--- src/rtl/ahblite_slave_mux_pkg.sv ---
// Shared AHB-Lite encodings and the default-slave state type for the slave mux.
package ahb_pkg;

  localparam int DATA_W = 32;

  localparam logic [1:0] HTRANS_IDLE   = 2'b00;
  localparam logic [1:0] HTRANS_BUSY   = 2'b01;
  localparam logic [1:0] HTRANS_NONSEQ = 2'b10;
  localparam logic [1:0] HTRANS_SEQ    = 2'b11;

  localparam logic HRESP_OKAY  = 1'b0;
  localparam logic HRESP_ERROR = 1'b1;

  typedef enum logic [2:0] {
    IDLE = 3'd0,
    ERR1 = 3'd1,
    ERR2 = 3'd2,
    TO1  = 3'd3,
    TO2  = 3'd4
  } ds_state_e;

endpackage

--- src/rtl/ahblite_slave_mux_if.sv ---
// AHB-Lite bus bundle between the address decoder/slaves and the data-phase mux.
interface ahblite_slave_mux_if #(
  parameter int NSLV = 8
);
  import ahb_pkg::*;

  logic [NSLV-1:0]        HSEL_A;
  logic [1:0]             HTRANS;
  logic [NSLV*DATA_W-1:0] HRDATA_S;
  logic [NSLV-1:0]        HREADYOUT_S;
  logic [NSLV-1:0]        HRESP_S;
  logic [DATA_W-1:0]      HRDATA;
  logic                   HREADY;
  logic                   HRESP;
  logic                   TIMEOUT_IRQ;

  modport master (
    output HSEL_A, HTRANS, HRDATA_S, HREADYOUT_S, HRESP_S,
    input  HRDATA, HREADY, HRESP, TIMEOUT_IRQ
  );

  modport slave (
    input  HSEL_A, HTRANS, HRDATA_S, HREADYOUT_S, HRESP_S,
    output HRDATA, HREADY, HRESP, TIMEOUT_IRQ
  );

endinterface

--- src/rtl/ahblite_slave_mux_default_slave.sv ---
// Default slave: two-cycle ERROR for unmapped active transfers, plus an optional
// wait-state watchdog enabled by AHB_MUX_TIMEOUT_EN.
module ahblite_default_slave
  import ahb_pkg::*;
#(
  parameter int TIMEOUT_CYCLES = 256
) (
  input  logic clk,
  input  logic rst_n,
  input  logic unmapped_req,
`ifdef AHB_MUX_TIMEOUT_EN
  input  logic hready,
  input  logic slv_wait,
`endif
  output logic ds_active,
  output logic ds_hready,
  output logic ds_hresp,
  output logic timeout_irq
);

  if (TIMEOUT_CYCLES < 2) begin : g_bad_timeout
    $error("TIMEOUT_CYCLES must be at least 2");
  end

  ds_state_e state_q, state_d;

`ifdef AHB_MUX_TIMEOUT_EN
  localparam int CNT_W = $clog2(TIMEOUT_CYCLES);

  logic [CNT_W-1:0] cnt_q;
  logic             timeout_hit;

  // The hit fires on the last permitted wait cycle, so the count that would
  // follow it is TIMEOUT_CYCLES-1 when TO1 starts.
  assign timeout_hit = (state_q == IDLE) && slv_wait &&
                       (cnt_q == CNT_W'(TIMEOUT_CYCLES - 2));

  always_ff @(posedge clk) begin
    if (!rst_n) begin
      cnt_q <= '0;
    end else if (hready || (state_q != IDLE)) begin
      cnt_q <= '0;
    end else if (slv_wait) begin
      cnt_q <= cnt_q + CNT_W'(1);
    end
  end
`endif

  always_ff @(posedge clk) begin
    if (!rst_n) begin
      state_q <= IDLE;
    end else begin
      state_q <= state_d;
    end
  end

  // ERR2 and TO2 both complete with HREADY=1, so a new unmapped transfer
  // accepted there chains straight into ERR1.
  always_comb begin
    state_d = state_q;
    case (state_q)
      IDLE: begin
        if (unmapped_req) begin
          state_d = ERR1;
        end
`ifdef AHB_MUX_TIMEOUT_EN
        else if (timeout_hit) begin
          state_d = TO1;
        end
`endif
      end
      ERR1:      state_d = ERR2;
      TO1:       state_d = TO2;
      ERR2, TO2: state_d = unmapped_req ? ERR1 : IDLE;
      default:   state_d = IDLE;
    endcase
  end

  always_comb begin
    ds_active   = 1'b1;
    ds_hready   = 1'b1;
    ds_hresp    = HRESP_ERROR;
    timeout_irq = 1'b0;
    case (state_q)
      IDLE: begin
        ds_active = 1'b0;
        ds_hresp  = HRESP_OKAY;
      end
      ERR1, TO1: ds_hready = 1'b0;
      ERR2:      ds_hready = 1'b1;
      TO2: begin
`ifdef AHB_MUX_TIMEOUT_EN
        timeout_irq = 1'b1;
`endif
      end
      default: begin
        ds_active = 1'b0;
        ds_hresp  = HRESP_OKAY;
      end
    endcase
  end

endmodule

--- src/rtl/ahblite_slave_mux.sv ---
// AHB-Lite data-phase mux: latches the decoder select, steers the chosen slave's
// response to the master, and falls back to the default slave (AHB_MUX_TIMEOUT_EN adds a watchdog).
module ahblite_slave_mux
  import ahb_pkg::*;
#(
  parameter int NSLV           = 8,
  parameter int TIMEOUT_CYCLES = 256
) (
  input  logic                HCLK,
  input  logic                HRESETn,
  ahblite_slave_mux_if.slave  bus
);

  logic [NSLV-1:0]   sel_q;
  logic [NSLV-1:0]   sel_next;
  logic              htrans_active;
  logic              unmapped_req;
  logic              hready;
  logic              slv_hready;
  logic              slv_hresp;
  logic [DATA_W-1:0] slv_hrdata;
  logic              ds_active;
  logic              ds_hready;
  logic              ds_hresp;
  logic              timeout_irq;

  // Descending scan so the lowest set bit is the one left standing.
  always_comb begin
    sel_next = '0;
    for (int i = NSLV - 1; i >= 0; i--) begin
      if (bus.HSEL_A[i]) begin
        sel_next    = '0;
        sel_next[i] = 1'b1;
      end
    end
  end

  assign htrans_active = (bus.HTRANS == HTRANS_NONSEQ) || (bus.HTRANS == HTRANS_SEQ);
  assign unmapped_req  = hready && (sel_next == '0) && htrans_active;

  always_ff @(posedge HCLK) begin
    if (!HRESETn) begin
      sel_q <= '0;
    end else if (hready) begin
      sel_q <= sel_next;
    end
  end

  always_comb begin
    slv_hready = 1'b1;
    slv_hresp  = HRESP_OKAY;
    slv_hrdata = '0;
    for (int i = 0; i < NSLV; i++) begin
      if (sel_q[i]) begin
        slv_hready = bus.HREADYOUT_S[i];
        slv_hresp  = bus.HRESP_S[i];
        slv_hrdata = bus.HRDATA_S[DATA_W*i +: DATA_W];
      end
    end
  end

`ifdef AHB_MUX_TIMEOUT_EN
  logic slv_wait;
  assign slv_wait = (|sel_q) && !slv_hready;
`endif

  ahblite_default_slave #(
    .TIMEOUT_CYCLES (TIMEOUT_CYCLES)
  ) u_default_slave (
    .clk          (HCLK),
    .rst_n        (HRESETn),
    .unmapped_req (unmapped_req),
`ifdef AHB_MUX_TIMEOUT_EN
    .hready       (hready),
    .slv_wait     (slv_wait),
`endif
    .ds_active    (ds_active),
    .ds_hready    (ds_hready),
    .ds_hresp     (ds_hresp),
    .timeout_irq  (timeout_irq)
  );

  // Whenever the default slave or watchdog owns the bus, the slave is ignored.
  assign hready          = ds_active ? ds_hready : slv_hready;
  assign bus.HREADY      = hready;
  assign bus.HRESP       = ds_active ? ds_hresp : slv_hresp;
  assign bus.HRDATA      = ds_active ? '0 : slv_hrdata;
  assign bus.TIMEOUT_IRQ = timeout_irq;

endmodule

--- src/flat_wrapper.sv ---
// flat-port wrapper written by rule: the top's interface ports become plain ports
module ahblite_slave_mux_flat import ahb_pkg::*;
#(
  parameter int NSLV           = 8,
  parameter int TIMEOUT_CYCLES = 256
)
  (HCLK, HRESETn, bus_HSEL_A, bus_HTRANS, bus_HRDATA_S, bus_HREADYOUT_S, bus_HRESP_S, bus_HRDATA, bus_HREADY, bus_HRESP, bus_TIMEOUT_IRQ);
  ahblite_slave_mux_if #(.NSLV(NSLV)) bus_i ();
  input  logic HCLK;
  input  logic HRESETn;
  input wire logic [$bits(bus_i.HSEL_A)-1:0] bus_HSEL_A;
  input wire logic [$bits(bus_i.HTRANS)-1:0] bus_HTRANS;
  input wire logic [$bits(bus_i.HRDATA_S)-1:0] bus_HRDATA_S;
  input wire logic [$bits(bus_i.HREADYOUT_S)-1:0] bus_HREADYOUT_S;
  input wire logic [$bits(bus_i.HRESP_S)-1:0] bus_HRESP_S;
  output wire logic [$bits(bus_i.HRDATA)-1:0] bus_HRDATA;
  output wire logic [$bits(bus_i.HREADY)-1:0] bus_HREADY;
  output wire logic [$bits(bus_i.HRESP)-1:0] bus_HRESP;
  output wire logic [$bits(bus_i.TIMEOUT_IRQ)-1:0] bus_TIMEOUT_IRQ;
  assign bus_i.HSEL_A = bus_HSEL_A;
  assign bus_i.HTRANS = bus_HTRANS;
  assign bus_i.HRDATA_S = bus_HRDATA_S;
  assign bus_i.HREADYOUT_S = bus_HREADYOUT_S;
  assign bus_i.HRESP_S = bus_HRESP_S;
  assign bus_HRDATA = bus_i.HRDATA;
  assign bus_HREADY = bus_i.HREADY;
  assign bus_HRESP = bus_i.HRESP;
  assign bus_TIMEOUT_IRQ = bus_i.TIMEOUT_IRQ;
  ahblite_slave_mux #(.NSLV(NSLV), .TIMEOUT_CYCLES(TIMEOUT_CYCLES)) u_core (.HCLK(HCLK), .HRESETn(HRESETn), .bus(bus_i));
endmodule
--- config.mk ---
export PLATFORM = sky130hd
export DESIGN_NAME = ahblite_slave_mux_flat
export DESIGN_NICKNAME = d
export VERILOG_FILES = /design/src/rtl/ahblite_slave_mux_pkg.sv /design/src/rtl/ahblite_slave_mux_if.sv /design/src/rtl/ahblite_slave_mux_default_slave.sv /design/src/rtl/ahblite_slave_mux.sv /design/src/flat_wrapper.sv
export SDC_FILE = /design/constraint.sdc
export NUM_CORES = 1
export LEC_CHECK = 0
export ABC_AREA = 1
export BUFFER_PORTS_ARGS = -buffer_cell sky130_fd_sc_hd__buf_2
export CAP_MARGIN = 20
export CELL_PAD_IN_SITES_DETAIL_PLACEMENT = 0
export CELL_PAD_IN_SITES_GLOBAL_PLACEMENT = 1
export CORE_MARGIN = 3
export CORE_UTILIZATION = 18
export DETAILED_ROUTE_END_ITERATION = 6
export HOLD_SLACK_MARGIN = 0.03
export PLACE_DENSITY = 0.85
export SETUP_SLACK_MARGIN = 0.1
export SYNTH_ARGS = -nofsm -noshare
export SYNTH_HDL_FRONTEND = slang
export SYNTH_SLANG_ARGS = --single-unit
--- constraint.sdc ---
create_clock -name HCLK -period 1.6 [get_ports HCLK]
set_input_delay 0.32 -clock HCLK [delete_from_list [all_inputs] [get_ports HCLK]]
set_output_delay 0.32 -clock HCLK [all_outputs]
set_load 0.05 [all_outputs]
==> metrics.csv <==
metric,value,unit
drt pass-1 iters,5,
critical path class,reg2out,
vias per inst,4.83,
drt drc,0,
clock sinks,11,
"commonest non-fill, non-tap cell in the layout",buf_2,
VDD IR max,1.75,mV
worst-path maximum fanout,9,
Routability Congestion,0.865,
CP max-delay cell,dfxtp_2,
fin util,39.1,%
Flop pwr share,3.4,%
gr ovfl total,0,
H-tree Lvls,1,
failing checks,negative setup slack,
largest net degree at the start of global routing,38,
Max Buffers Root-to-Sink,2,
cell taking the most area after synthesis,nand2_1,
Synth Area per Inst,5.18,sq um
port bufs,316,
initial antenna violation count,1,
share of the synthesized area in the top cell type,19.5,%
"Seq/Total Area, Yosys",7.52,%
"commonest non-fill, non-tap cells in the layout","buf_2 (283), nand2_1 (141), a21oi_1 (70)",
max cap viols,0,
Worst Setup Start Kind,flip-flop,
Crit path max-delay family,compound AO/OA/AOI/OAI gates,
Routed WL,19.3,mm
"most used cell, CP",nand2_1,
Synth Instances,565,
top post-synthesis cells by area,"nand2_1 (19%), a21oi_1 (19%), o211ai_1 (17%)",
first-pass GRT wire length,28.2,mm
Place WS,-0.762,ns
core area,0.0155,sq mm
pwr/cell area,2110,mW/mm^2
status,"complete, but fails checks",
final setup vio count,43,
Detailed Route Iter0 Violations,245,
switching share of power,57.1,%
Die ar.,0.0178,sq mm
Internal,0.00550,W
root buffer cell,clkbuf_16,
Worst-path clk slew,0.04,ns
WP data arrival,1.93,ns
Die X,134,um
CP max stage delay,0.35,ns
die height,134,um
Initial Util,18.8,%
nets,1175,
Area Overhead vs Synth,108,%
vias in the first global route,5242,
buffer and inverter count on the worst path,3,
CP Cell Sequence,inv_4 -> nor2_8 -> buf_4 -> nand2_1 -> nand3_1 -> o21ai_0 -> nand2_1 -> o211ai_1 -> nand2_1 -> o211ai_1 -> a21oi_4 -> buf_6,
GRT Total Usage,19.9,%
via count,5324,
Clk network pwr share,3.5,%
"antenna viol nets, final",0,
Yosys cell types,24,
RSZ-0062 raised after global routing,true,
Pins Over Slew Limit,0,
clk_lat worst skew,0.24,ns
Syn Nets,849,
"FF+latch count, synth",11,
P_sw,0.00732,W
Hold Crit Class,in2reg,
Gate power share,93.1,%
CTS tree,yes,
mapped cell area,0.00293,sq mm
"Hold Vio Cnt, Final",0,
Leak,3.02,nW
"Req. time, crit path",1.28,ns
Final Skew,0.00260,ns
IO Pins,319,
share of layout cells above drive strength 1,52.2,%
Fmax,0.444,GHz
hpwl dp,14.9,mm
Setup WS post-layout,-0.650,ns
fillcell total,1699,
Synth warnings,0,
critical path endpoint category,primary output,
wire per inst,17.6,um
min Tclk post-route,2.25,ns
clock buffers created by TritonCTS,3,
Tcrit/Tclk final,141,%
std cell rows,45,
worst min-delay path, stage by stage:
cell     delay [ns]
buf_2          0.12
a21oi_2        0.04
nor2_1         0.08
state kept, by name, summed over array words and instances (netlist names):
register and flops:
u_core.u_default_slave.state_q 3, u_core.sel_q 8
Yosys cell counts:
cell type / number
nor2_1: 22
a2111oi_0: 1
nand3_1: 43
or2_1: 1
nor4_1: 1
inv_2: 3
nand2_1: 152
buf_1: 2
nor2_8: 1
a21oi_1: 111
dfxtp_1: 11
clkinv_1: 1
nor3_1: 4
nand3_2: 1
buf_6: 3
clkbuf_1: 32
nand2_4: 1
inv_1: 20
o211ai_1: 65
nand2_2: 1
buf_2: 15
conb_1: 1
o21ai_0: 69
buf_4: 4
worst paths after layout:
check / start / end / slack (ns) / cells past startpoint
worst max-delay path: u_core.sel_q[0]$_SDFFE_PN0P_ / bus_HRDATA[28] / -0.65 / 12
worst max register to register: u_core.sel_q[1]$_SDFFE_PN0P_ / u_core.sel_q[5]$_SDFFE_PN0P_ / -0.20 / 16
worst min-delay path: bus_HSEL_A[0] / u_core.sel_q[0]$_SDFFE_PN0P_ / 0.36 / 3
worst min register to register: u_core.u_default_slave.state_q[1]$_SDFFE_PN0P_ / u_core.u_default_slave.state_q[1]$_SDFFE_PN0P_ / 0.50 / 1
layer usage:
layer | vias up | share of wire [%] | global-route usage [%]
met3 | 20 | 7.0 | 2.95
met1 | 2394 | 40 | 23.8
met2 | 266 | 52 | 38.1
li1 | 2644 | - | -
met5 | - | 0 | 0
met4 | 0 | 1.4 | 3.14
area by class of cell:
type                            instances  area (sq um)  share of cell area (%)
Sequential cell                        11           231                    3.81
Antenna cell                            1          2.50                  0.0411
Timing Repair Buffer                  376          2520                    41.4
Multi-Input combinational cell        475          2890                    47.5
Tap cell                              211           264                    4.34
Inverter                               24           100                    1.65
Clock buffer                            4          78.8                    1.30
power by group through the flow:
stage          Clock, W  Sequential, W  Combinational (W)
3_3_place_gp          0       0.000430            0.00999
6_report       0.000454       0.000433             0.0119
3_5_place_dp          0       0.000433             0.0100
4_1_cts        0.000464       0.000433             0.0117
2_1_floorplan         0       0.000365            0.00738
5_1_grt        0.000476       0.000442             0.0127
through the flow:
stage | TNS [ns] | hold WS, ns | area, sq um | std cells | total power (W)
final | -21.37 | 0.357 | 6080 | 1102 | 0.0128
after global routing | -26.88 | 0.378 | 6080 | 1102 | 0.0136
after CTS | -21.22 | 0.353 | 5960 | 1099 | 0.0126
after detailed placement | -19.19 | 0.480 | 5420 | 1084 | 0.0105
after global placement | -18.16 | 0.469 | 5420 | 1084 | 0.0104
after floorplan | -7.09 | 0.433 | 3320 | 565 | 0.00775
cells by family (layout without fill, tap and decap cells):
family,after synthesis,after routing,synth area share [%]
flip-flops,11,11,7.52
AO/OA/AOI/OAI,246,246,47.8
other,1,2,0.128
AND/OR/NAND/NOR,227,228,32.4
buffers and inverters,80,404,12.2
repair_timing:
item                                    4_1_cts  5_1_grt
pin swaps                                    16       16
setup buffers                                 9        3
gates cloned                                  2        0
endpoints found under the setup margin       43       43
hold buffers                                  0        0
resized for setup                           116       32
Power figures use the tool's default switching activity.
